[src/rtl/imm_gen_pkg.sv]
// Shared types for the decode-stage immediate generator: format select,
// supported XLEN values and the buffered entry record.
package imm_gen_pkg;

   typedef enum logic [2:0] {
      IMM_I = 3'd0,
      IMM_S = 3'd1,
      IMM_B = 3'd2,
      IMM_J = 3'd3,
      IMM_U = 3'd4,
      IMM_Z = 3'd5
   } imm_src_e;

   localparam int XLEN_32   = 32;
   localparam int XLEN_64   = 64;
   localparam int IMM_MAX_W = XLEN_64;
   localparam int TAG_MAX_W = 16;

   // Sized for the widest configuration; narrower builds leave upper bits zero.
   typedef struct packed {
      logic [IMM_MAX_W-1:0] imm;
      logic [TAG_MAX_W-1:0] tag;
      logic                 illegal;
   } entry_t;

endpackage

[src/rtl/imm_format.sv]
// Combinational RISC-V immediate extraction: instruction + format select ->
// XLEN-wide immediate and an illegal-format flag.
module imm_format
   import imm_gen_pkg::*;
#(
   parameter int XLEN = XLEN_32
) (
   input  logic [31:0]     i_instruction,
   input  logic [2:0]      i_imm_src,
   output logic [XLEN-1:0] o_immediate,
   output logic            o_illegal
);

   logic [31:0] w_raw;
   logic        w_unused_opcode;

   assign w_unused_opcode = ^i_instruction[6:0];

   // Every format is first built sign-extended to 32 bits (zimm has a zero top bit).
   always_comb begin
      w_raw     = 32'd0;
      o_illegal = 1'b0;
      case (i_imm_src)
         IMM_I:   w_raw = {{20{i_instruction[31]}}, i_instruction[31:20]};
         IMM_S:   w_raw = {{20{i_instruction[31]}}, i_instruction[31:25],
                           i_instruction[11:7]};
         IMM_B:   w_raw = {{19{i_instruction[31]}}, i_instruction[31], i_instruction[7],
                           i_instruction[30:25], i_instruction[11:8], 1'b0};
         IMM_J:   w_raw = {{11{i_instruction[31]}}, i_instruction[31], i_instruction[19:12],
                           i_instruction[20], i_instruction[30:21], 1'b0};
         IMM_U:   w_raw = {i_instruction[31:12], 12'd0};
         IMM_Z:   w_raw = {27'd0, i_instruction[19:15]};
         default: begin
            w_raw     = 32'd0;
            o_illegal = 1'b1;
         end
      endcase
   end

   assign o_immediate = XLEN'($signed(w_raw));

endmodule

[src/rtl/imm_gen_pipe.sv]
// Registered immediate generator with a 2-entry skid buffer on a valid/ready
// handshake. Optional macro IMM_GEN_ERR_CNT_EN adds a saturating illegal-entry counter.
module imm_gen_pipe
   import imm_gen_pkg::*;
#(
   parameter int XLEN  = XLEN_32,
   parameter int TAG_W = 5
) (
   input  logic             i_clk,
   input  logic             i_rst,
   input  logic             i_flush,
   input  logic             i_valid,
   output logic             o_ready,
   input  logic [31:0]      i_instruction,
   input  logic [2:0]       i_imm_src,
   input  logic [TAG_W-1:0] i_tag,
   output logic             o_valid,
   input  logic             i_ready,
   output logic [XLEN-1:0]  o_immediate,
   output logic [TAG_W-1:0] o_tag,
   output logic             o_illegal
`ifdef IMM_GEN_ERR_CNT_EN
   ,
   output logic [15:0]      o_err_cnt
`endif
);

   logic [XLEN-1:0] w_imm;
   logic            w_illegal;
   logic            w_in_xfer;
   logic            w_out_xfer;
   logic            w_unused_hi;
   entry_t          w_in;
   entry_t          r_out;
   entry_t          r_skid;
   logic            r_out_valid;
   logic            r_skid_valid;

   imm_format #(.XLEN(XLEN)) u_format (
      .i_instruction (i_instruction),
      .i_imm_src     (i_imm_src),
      .o_immediate   (w_imm),
      .o_illegal     (w_illegal)
   );

   assign w_in_xfer  = i_valid & ~r_skid_valid;
   assign w_out_xfer = r_out_valid & i_ready;

   // Pack the incoming immediate and tag into a full-width entry record.
   always_comb begin
      w_in         = '0;
      w_in.imm     = IMM_MAX_W'(w_imm);
      w_in.tag     = TAG_MAX_W'(i_tag);
      w_in.illegal = w_illegal;
   end

   // Output/skid registers; the skid only fills when the output is stalled.
   always_ff @(posedge i_clk or posedge i_rst) begin
      if (i_rst) begin
         r_out        <= '0;
         r_skid       <= '0;
         r_out_valid  <= 1'b0;
         r_skid_valid <= 1'b0;
      end else if (i_flush) begin
         r_out_valid  <= 1'b0;
         r_skid_valid <= 1'b0;
      end else if (r_skid_valid) begin
         if (w_out_xfer) begin
            r_out        <= r_skid;
            r_skid_valid <= 1'b0;
         end
      end else if (w_in_xfer) begin
         if (!r_out_valid || w_out_xfer) begin
            r_out       <= w_in;
            r_out_valid <= 1'b1;
         end else begin
            r_skid       <= w_in;
            r_skid_valid <= 1'b1;
         end
      end else if (w_out_xfer) begin
         r_out_valid <= 1'b0;
      end
   end

`ifdef IMM_GEN_ERR_CNT_EN
   logic [15:0] r_err_cnt;

   // Count illegal entries actually accepted; a flushed input was never accepted.
   always_ff @(posedge i_clk or posedge i_rst) begin
      if (i_rst) begin
         r_err_cnt <= 16'd0;
      end else if (w_in_xfer && !i_flush && w_illegal && (r_err_cnt != 16'hFFFF)) begin
         r_err_cnt <= r_err_cnt + 16'd1;
      end else begin
         r_err_cnt <= r_err_cnt;
      end
   end

   assign o_err_cnt = r_err_cnt;
`endif

   assign w_unused_hi = ^{r_out.imm, r_out.tag};

   assign o_ready     = ~r_skid_valid;
   assign o_valid     = r_out_valid;
   assign o_immediate = r_out.imm[XLEN-1:0];
   assign o_tag       = r_out.tag[TAG_W-1:0];
   assign o_illegal   = r_out.illegal;

endmodule
[config.mk]
export PLATFORM = sky130hd
export DESIGN_NAME = imm_gen_pipe
export DESIGN_NICKNAME = d
export VERILOG_FILES = /design/src/rtl/imm_gen_pkg.sv /design/src/rtl/imm_format.sv /design/src/rtl/imm_gen_pipe.sv
export SDC_FILE = /design/constraint.sdc
export NUM_CORES = 1
export LEC_CHECK = 0
export ABC_AREA = 1
export CAP_MARGIN = 20
export CORE_AREA = 3 3 99 101
export DETAILED_ROUTE_END_ITERATION = 6
export DIE_AREA = 0 0 102 104
export PLACE_DENSITY_LB_ADDON = 0.12
export RECOVER_POWER = 100
export SLEW_MARGIN = 20
export SYNTH_ARGS = -nofsm -noshare
export SYNTH_HDL_FRONTEND = slang
export SYNTH_SLANG_ARGS = --single-unit
[constraint.sdc]
create_clock -name i_clk -period 2.9 [get_ports i_clk]
set_clock_uncertainty 0.05 [all_clocks]
set_input_delay 0.58 -clock i_clk [delete_from_list [all_inputs] [get_ports i_clk]]
set_output_delay 0.58 -clock i_clk [all_outputs]
set_load 0.02 [all_outputs]
==> metrics.md, run 1 <==
| Metric | Value |
|---|---|
| Outcome | finished, violations left |
| Failing checks | capacitance limit, slew limit |
| CTS tree | built |
| Clock Tree Root | clkbuf_8 |
| Placed instance count | 706 |
| Routability congestion estimate from global placement | 0.861 |
| Core Rows | 35 |
| Largest net degree at the start of global routing | 56 |
| Sequential Area | 1950 µm² |
| GRT overflow | 0 |
| Synthesis-to-finish area growth | 23.3% |
| Synth top area share | 0.486 |
| Fill cells | 879 |
| Total number of vias | 3618 |
| Non-Filler Instances | 722 |
| Count of cell types in the netlist | 24 |
| Global Route Usage Sum | 0.196 |
| Critical path peak fanout | 27 |
| Post-route ant nets | 0 |
| Total CTS buffers | 9 |
| Worst slew margin | -0.263 |
| Drt total wl | 9910 µm |
| Final Max Tran Viols | 39 |
| #FFs+latches synth | 78 |
| Yosys warns | 0 |
| Die Ht | 104 µm |
| Startpoint Class | flip-flop |
| Multi-input logic area | 1640 µm² |
| CP bufs+invs | 2 |
| CTS clk-pin slew, worst paths | 0.08 ns |
| Drt pass-1 iters | 5 |
| Final min period | 2.44 ns |
| Ports | 85 |
| Synth Net Count | 584 |
| Leakage | 2.63 nW |
| Initial antenna violation count | 0 |
| # clock sinks | 78 |
| VDD IR max | 225 µV |
| Final hold vios | 0 |
| Slowest-stage cell, CP | clkdlybuf4s50_1 |
| ANT cells | 0 |
| HPWL after DPL | 6690 µm |
| Core area | 9110 µm² |
| Crit share post-route | 0.841 |
| PortBufs | 77 |
| Top achievable clock speed | 410 MHz |
| CTS Hold Bufs | 0 |
| Final Setup Violations | 0 |
| Die Span X | 102 µm |
| Clock Tree Buf Depth | 2 |
| Most frequent cells in the layout | nand2_1, dfrtp_1, o21ai_0, inv_1, dlygate4sd3_1 |
| Req. time, crit path | 2.27 ns |
| Area leader, netlist | dfrtp_1 |
| Power Dens Cells | 618 nW/µm² |
| Max incr delay on CP | 0.70 ns |
| WL/cell | 13.7 µm |
| Vias in the first global route | 3361 |
| Insertion delay to the later sink of the worst-skew pair | 0.34 ns |
| Worst-Margin Slew | 1.88 ns |
| CP endpoint kind | primary output |
| Hold Path Class | flip-flop to flip-flop |
| DRT iter0 DRCs | 245 |
| RSZ-0062 raised after global routing | no |
| Synth Cell Area | 4020 µm² |
| Seq/Total Area, Yosys | 0.486 |
| Htree depth | 3 |
| Cells after Synth | 539 |
| Commonest non-fill, non-tap cell in the layout | nand2_1 |
| Mean Syn Cell Area | 7.45 µm² |
| Routed vias/inst | 5.01 |
| CP delay by family, top | buffers and inverters |
| Setup bufs post-CTS | 0 |
| Crit path arrival time | 1.81 ns |
| Nets | 651 |
| Critical Path, Cell by Cell | inv_2 -> clkdlybuf4s50_1 |
| DRC violations left | 0 |
| Initial Util | 0.441 |
| Layout cells sized above 1 | 0.0589 |
| First-pass GRT wire length | 16600 µm |
| Die ar. | 10600 µm² |
| Fin Setup TNS | 0 ns |
| MaxCap Viol Count | 1 |
| Top cells by area, synth | dfrtp_1, nand2_1, nand3_1 |
| Post-CTS resize count | 0 |
| Crit path kind | flip-flop to primary output |
-- layer usage --
layer	vias to the layer above	GRT usage	share of wire
li1	1827	-	-
met1	1673	0.294	0.48
met2	108	0.293	0.46
met3	10	0.0302	0.049
met4	0	0.0515	0.010
met5	-	0	0
-- metrics by stage --
| step | utilization | hold slack [ns] | power, mW | setup slack [ns] | instance area, µm² |
|---|---|---|---|---|---|
| after global placement | 0.527 | 0.403 | 2.31 | 0.350 | 4800 |
| final | 0.543 | 0.427 | 3.06 | 0.461 | 4950 |
| after detailed placement | 0.527 | 0.410 | 2.33 | 0.338 | 4800 |
| after CTS | 0.548 | 0.428 | 3.15 | 0.582 | 4990 |
| after global routing | 0.543 | 0.444 | 3.25 | 0.279 | 4950 |
| after floorplan | - | 0.392 | 1.97 | 0.275 | 4020 |
-- worst reg2reg max path, cell delays in order (launching register included) --
cell	delay (ns)
dfrtp_1	0.39
inv_2	0.37
nand3_1	0.22
nand2_1	0.22
nor2_8	0.04
inv_2	0.64
nor2_1	0.12
nand2_1	0.11
nand2_1	0.05
-- cell families after synthesis --
group	after synthesis	synth area share
AO/OA/AOI/OAI	68	0.0863
buffers and inverters	78	0.0975
flip-flops	78	0.486
AND/OR/NAND/NOR	315	0.330
-- report_power, final --
part,switching (mW),internal (mW)
Sequential,0.107,1.33
Clock,0.408,0.400
Combinational,0.477,0.332
-- synth_stat cells --
cell      number
a21oi_1        5
a21oi_2        1
buf_2         12
buf_4          3
buf_6          9
clkbuf_1       6
dfrtp_1       78
inv_1         43
inv_2          3
inv_4          2
nand2_1      222
nand2_2        4
nand3_1       35
nand3_2        1
nand3_4        1
nand4_1       12
nor2_1        36
nor2_2         1
nor2_4         1
nor2_8         1
nor3_4         1
o211ai_1       1
o21ai_0       32
o21ai_1       29
-- registers in the layout, indices dropped and copies added, names as in the netlist --
register      cells
r_skid           38
o_immediate      32
o_tag             5
o_illegal         1
o_valid           1
r_skid_valid      1
-- path summary, 6_finish.rpt --
check,startpoint,to,slack (ns),cells after the start
max in group asynchronous,i_rst,r_skid_valid$_DFF_PP0_,0.65,3
worst max register to register,r_skid_valid$_DFF_PP0_,o_immediate[16]$_DFFE_PP0P_,0.61,8
worst max-delay path,r_skid_valid$_DFF_PP0_,o_ready,0.46,2
min in group asynchronous,i_rst,o_tag[1]$_DFFE_PP0P_,1.11,2
worst min-delay path,o_immediate[4]$_DFFE_PP0P_,o_immediate[4]$_DFFE_PP0P_,0.43,2
worst min register to register,o_immediate[4]$_DFFE_PP0P_,o_immediate[4]$_DFFE_PP0P_,0.43,2
-- layout make-up --
cell class	instances	share of cell area
inverters	48	0.0367
multi-input cells	383	0.332
repair buffers	86	0.171
flip-flops and latches	78	0.394
clock buffers	11	0.0265
well taps	111	0.0281
clock inverters	5	0.0119
Power figures use the tool's default switching activity.
==> run 2, diff against run 1 <==
==> constraint.sdc (replaced) <==
create_clock -name i_clk -period 2.1 [get_ports i_clk]
set_clock_uncertainty 0.05 [all_clocks]
set_input_delay 0.42 -clock i_clk [delete_from_list [all_inputs] [get_ports i_clk]]
set_output_delay 0.42 -clock i_clk [all_outputs]
set_load 0.02 [all_outputs]
==> run 2 against run 1 <==
The run now ends clean. Sequential cell count unchanged. Register-to-register slack worse by 0.37 ns. Combinational power is 40% higher. Via count grew 2.3%. Worst hold slack got worse by 0.0012 ns. Clock-buffer cell count fell by 1. Routed wire length increased by 4.2%. Final cell count up 0.83%. Clock power is 52% higher.
==> metrics.md, run 2 (same netlist as run 1, synthesis figures left out) <==
| Metric | Value |
|---|---|
| Clock Tree Buf Depth | 2 (unchanged) |
| Core Rows | 35 (unchanged) |
| Sequential Area | 1950 µm² (unchanged) |
| Max reg flops | 38 (unchanged) |
| Leakage | 2.66 nW (+1.4%) |
| Worst slew margin | 0.277 (+0.540) |
| Fill cells | 895 (+1.8%) |
| Startpoint Class | flip-flop |
| DRT iter0 DRCs | 251 (+2.4%) |
| Hold Startpoint | r_skid[39]$_DFFE_PP0P_ |
| Crit path kind | flip-flop to primary output |
| PortBufs | 77 (unchanged) |
| GRT overflow | 0 (unchanged) |
| Hold Path Class | flip-flop to flip-flop |
| Largest net degree at the start of global routing | 79 (+41%) |
| Die Span X | 102 µm (unchanged) |
| CP endpoint kind | primary output |
| Total number of vias | 3701 (+2.3%) |
| Critical path peak fanout | 4 (-85%) |
| Ports | 85 (unchanged) |
| R2R Path End | r_skid[2]$_DFFE_PP0P_ |
| CTS clk-pin slew, worst paths | 0.08 ns (about the same) |
| Slowest-stage cell, CP | dlygate4sd3_1 |
| Most frequent cells in the layout | nand2_1, dfrtp_1, o21ai_0, inv_1, dlygate4sd3_1 |
| DRC violations left | 0 (unchanged) |
| Insertion delay to the later sink of the worst-skew pair | 0.35 ns (about the same) |
| Drt total wl | 10300 µm (+4.2%) |
| Core area | 9110 µm² (unchanged) |
| R2R setup slack | 0.24 ns (-0.37 ns) |
| Multi-input logic area | 1650 µm² (+0.46%) |
| Dpl ws | 0.0165 ns (-0.322 ns) |
| Routed vias/inst | 5.08 (+1.5%) |
| Reg-to-reg startpoint | r_skid_valid$_DFF_PP0_ |
| Post-route ant nets | 0 (unchanged) |
| Critical Path, Cell by Cell | dlygate4sd3_1 |
| Nets | 657 (+0.92%) |
| Max incr delay on CP | 0.70 ns (about the same) |
| Die ar. | 10600 µm² (unchanged) |
| Worst-Margin Slew | 1.08 ns (-0.800 ns) |
| WL/cell | 14.2 µm (+3.4%) |
| Req. time, crit path | 1.63 ns (-0.64 ns) |
| RSZ-0062 raised after global routing | no |
| Crit share post-route | 0.930 |
| Die Ht | 104 µm (unchanged) |
| Top achievable clock speed | 512 MHz |
| VDD IR max | 347 µV (+54%) |
| Initial antenna violation count | 0 (unchanged) |
| Drt pass-1 iters | 5 (unchanged) |
| ANT cells | 0 (unchanged) |
| CTS tree | built |
| CP delay by family, top | buffers and inverters |
| Commonest non-fill, non-tap cell in the layout | nand2_1 |
| Reg2Reg Depth | 6 (-2) |
| CP bufs+invs | 1 (-1) |
| Outcome | finished, final reports clean |
| Global Route Usage Sum | 0.206 (+0.00966) |
| First-pass GRT wire length | 17600 µm (+5.7%) |
| Biggest register | r_skid |
| Htree depth | 3 (unchanged) |
| Power Dens Cells | 869 nW/µm² (+41%) |
| Crit. Startpoint | o_valid$_DFFE_PP0P_ |
| # clock sinks | 78 (unchanged) |
| Final Max Tran Viols | 0 (-100%) |
| Final Setup Violations | 0 (unchanged) |
| Final min period | 1.95 ns |
| Setup ws final | 0.147 ns (-0.313 ns) |
| MaxCap Viol Count | 0 (-1) |
| Layout cells sized above 1 | 0.0681 (+0.00915) |
| Synthesis-to-finish area growth | 25.0% |
| CP endpoint | o_valid |
| Clock Tree Root | clkbuf_8 |
| Routability congestion estimate from global placement | 0.838 (-2.6%) |
| Crit path arrival time | 1.48 ns (-0.33 ns) |
| Core Util, Final | 0.551 (+0.00742) |
| Total power draw | 4.36 mW (+43%) |
| Final hold vios | 0 (unchanged) |
| Total CTS buffers | 9 (unchanged) |
| Vias in the first global route | 3580 (+6.5%) |
| Critical Path Stages | 1 (-1) |
| Fin Setup TNS | 0 ns (unchanged) |
| HPWL after DPL | 6970 µm (+4.2%) |
| Hold WS | 0.426 ns (-0.00115 ns) |
| Initial Util | 0.441 (unchanged) |
run 2: changes by cell type in the layout (fill, tap and decap cells not counted), moves of 3 or more:
cell,delta
o21ai_0,-3
inv_2,-4
o21ai_1,+3
buf_4,+5
run 2: what timing repair did:
action | 4_1_cts | 5_1_grt
buffers inserted | 0 | 0
hold buffers | 0 | 0
endpoints found under the setup margin | 1 | 0
hold endpoints to repair | 0 | 0
resized for setup | 1 | 0
run 2: stage by stage:
stage / cell area (µm²) / std cells
floorplan: 4020 / 539
global placement: 4850 / 712
detailed placement: 4850 / 712
CTS: 5060 / 728
global route: 5020 / 728
finish: 5020 / 728
run 2: worst min path at each step:
stage | to | slack [ns] | cells after the start
after floorplan | r_skid[37]$_DFFE_PP0P_ | 0.39 | 2
after global placement | r_skid[38]$_DFFE_PP0P_ | 0.40 | 2
after detailed placement | r_skid[45]$_DFFE_PP0P_ | 0.41 | 2
after CTS | r_skid[45]$_DFFE_PP0P_ | 0.43 | 2
after global routing | r_skid[45]$_DFFE_PP0P_ | 0.45 | 2
final | r_skid[39]$_DFFE_PP0P_ | 0.43 | 2
run 2: layout make-up:
type / count / share of cell area
timing repair buffer: 92 / 0.174
sequential: 78 / 0.389
clock inverter: 6 / 0.0172
inverter: 48 / 0.0377
clock buffer: 10 / 0.0254
multi-input combinational: 383 / 0.329
tap: 111 / 0.0277
run 2: power breakdown:
group,leakage (nW),internal [mW],switching [mW],total [mW]
clock network,0.106,0.668,0.561,1.23
logic,1.56,0.464,0.667,1.13
registers,0.999,1.84,0.158,2.00
total,2.66,2.97,1.39,4.36
run 2: per-layer routing:
metal | vias to the layer above | track usage | part of all wire
li1 | 1834 | - | -
met1 | 1742 | 0.298 | 0.48
met2 | 106 | 0.309 | 0.45
met3 | 19 | 0.0362 | 0.049
met4 | 0 | 0.0703 | 0.019
met5 | - | 0 | 0
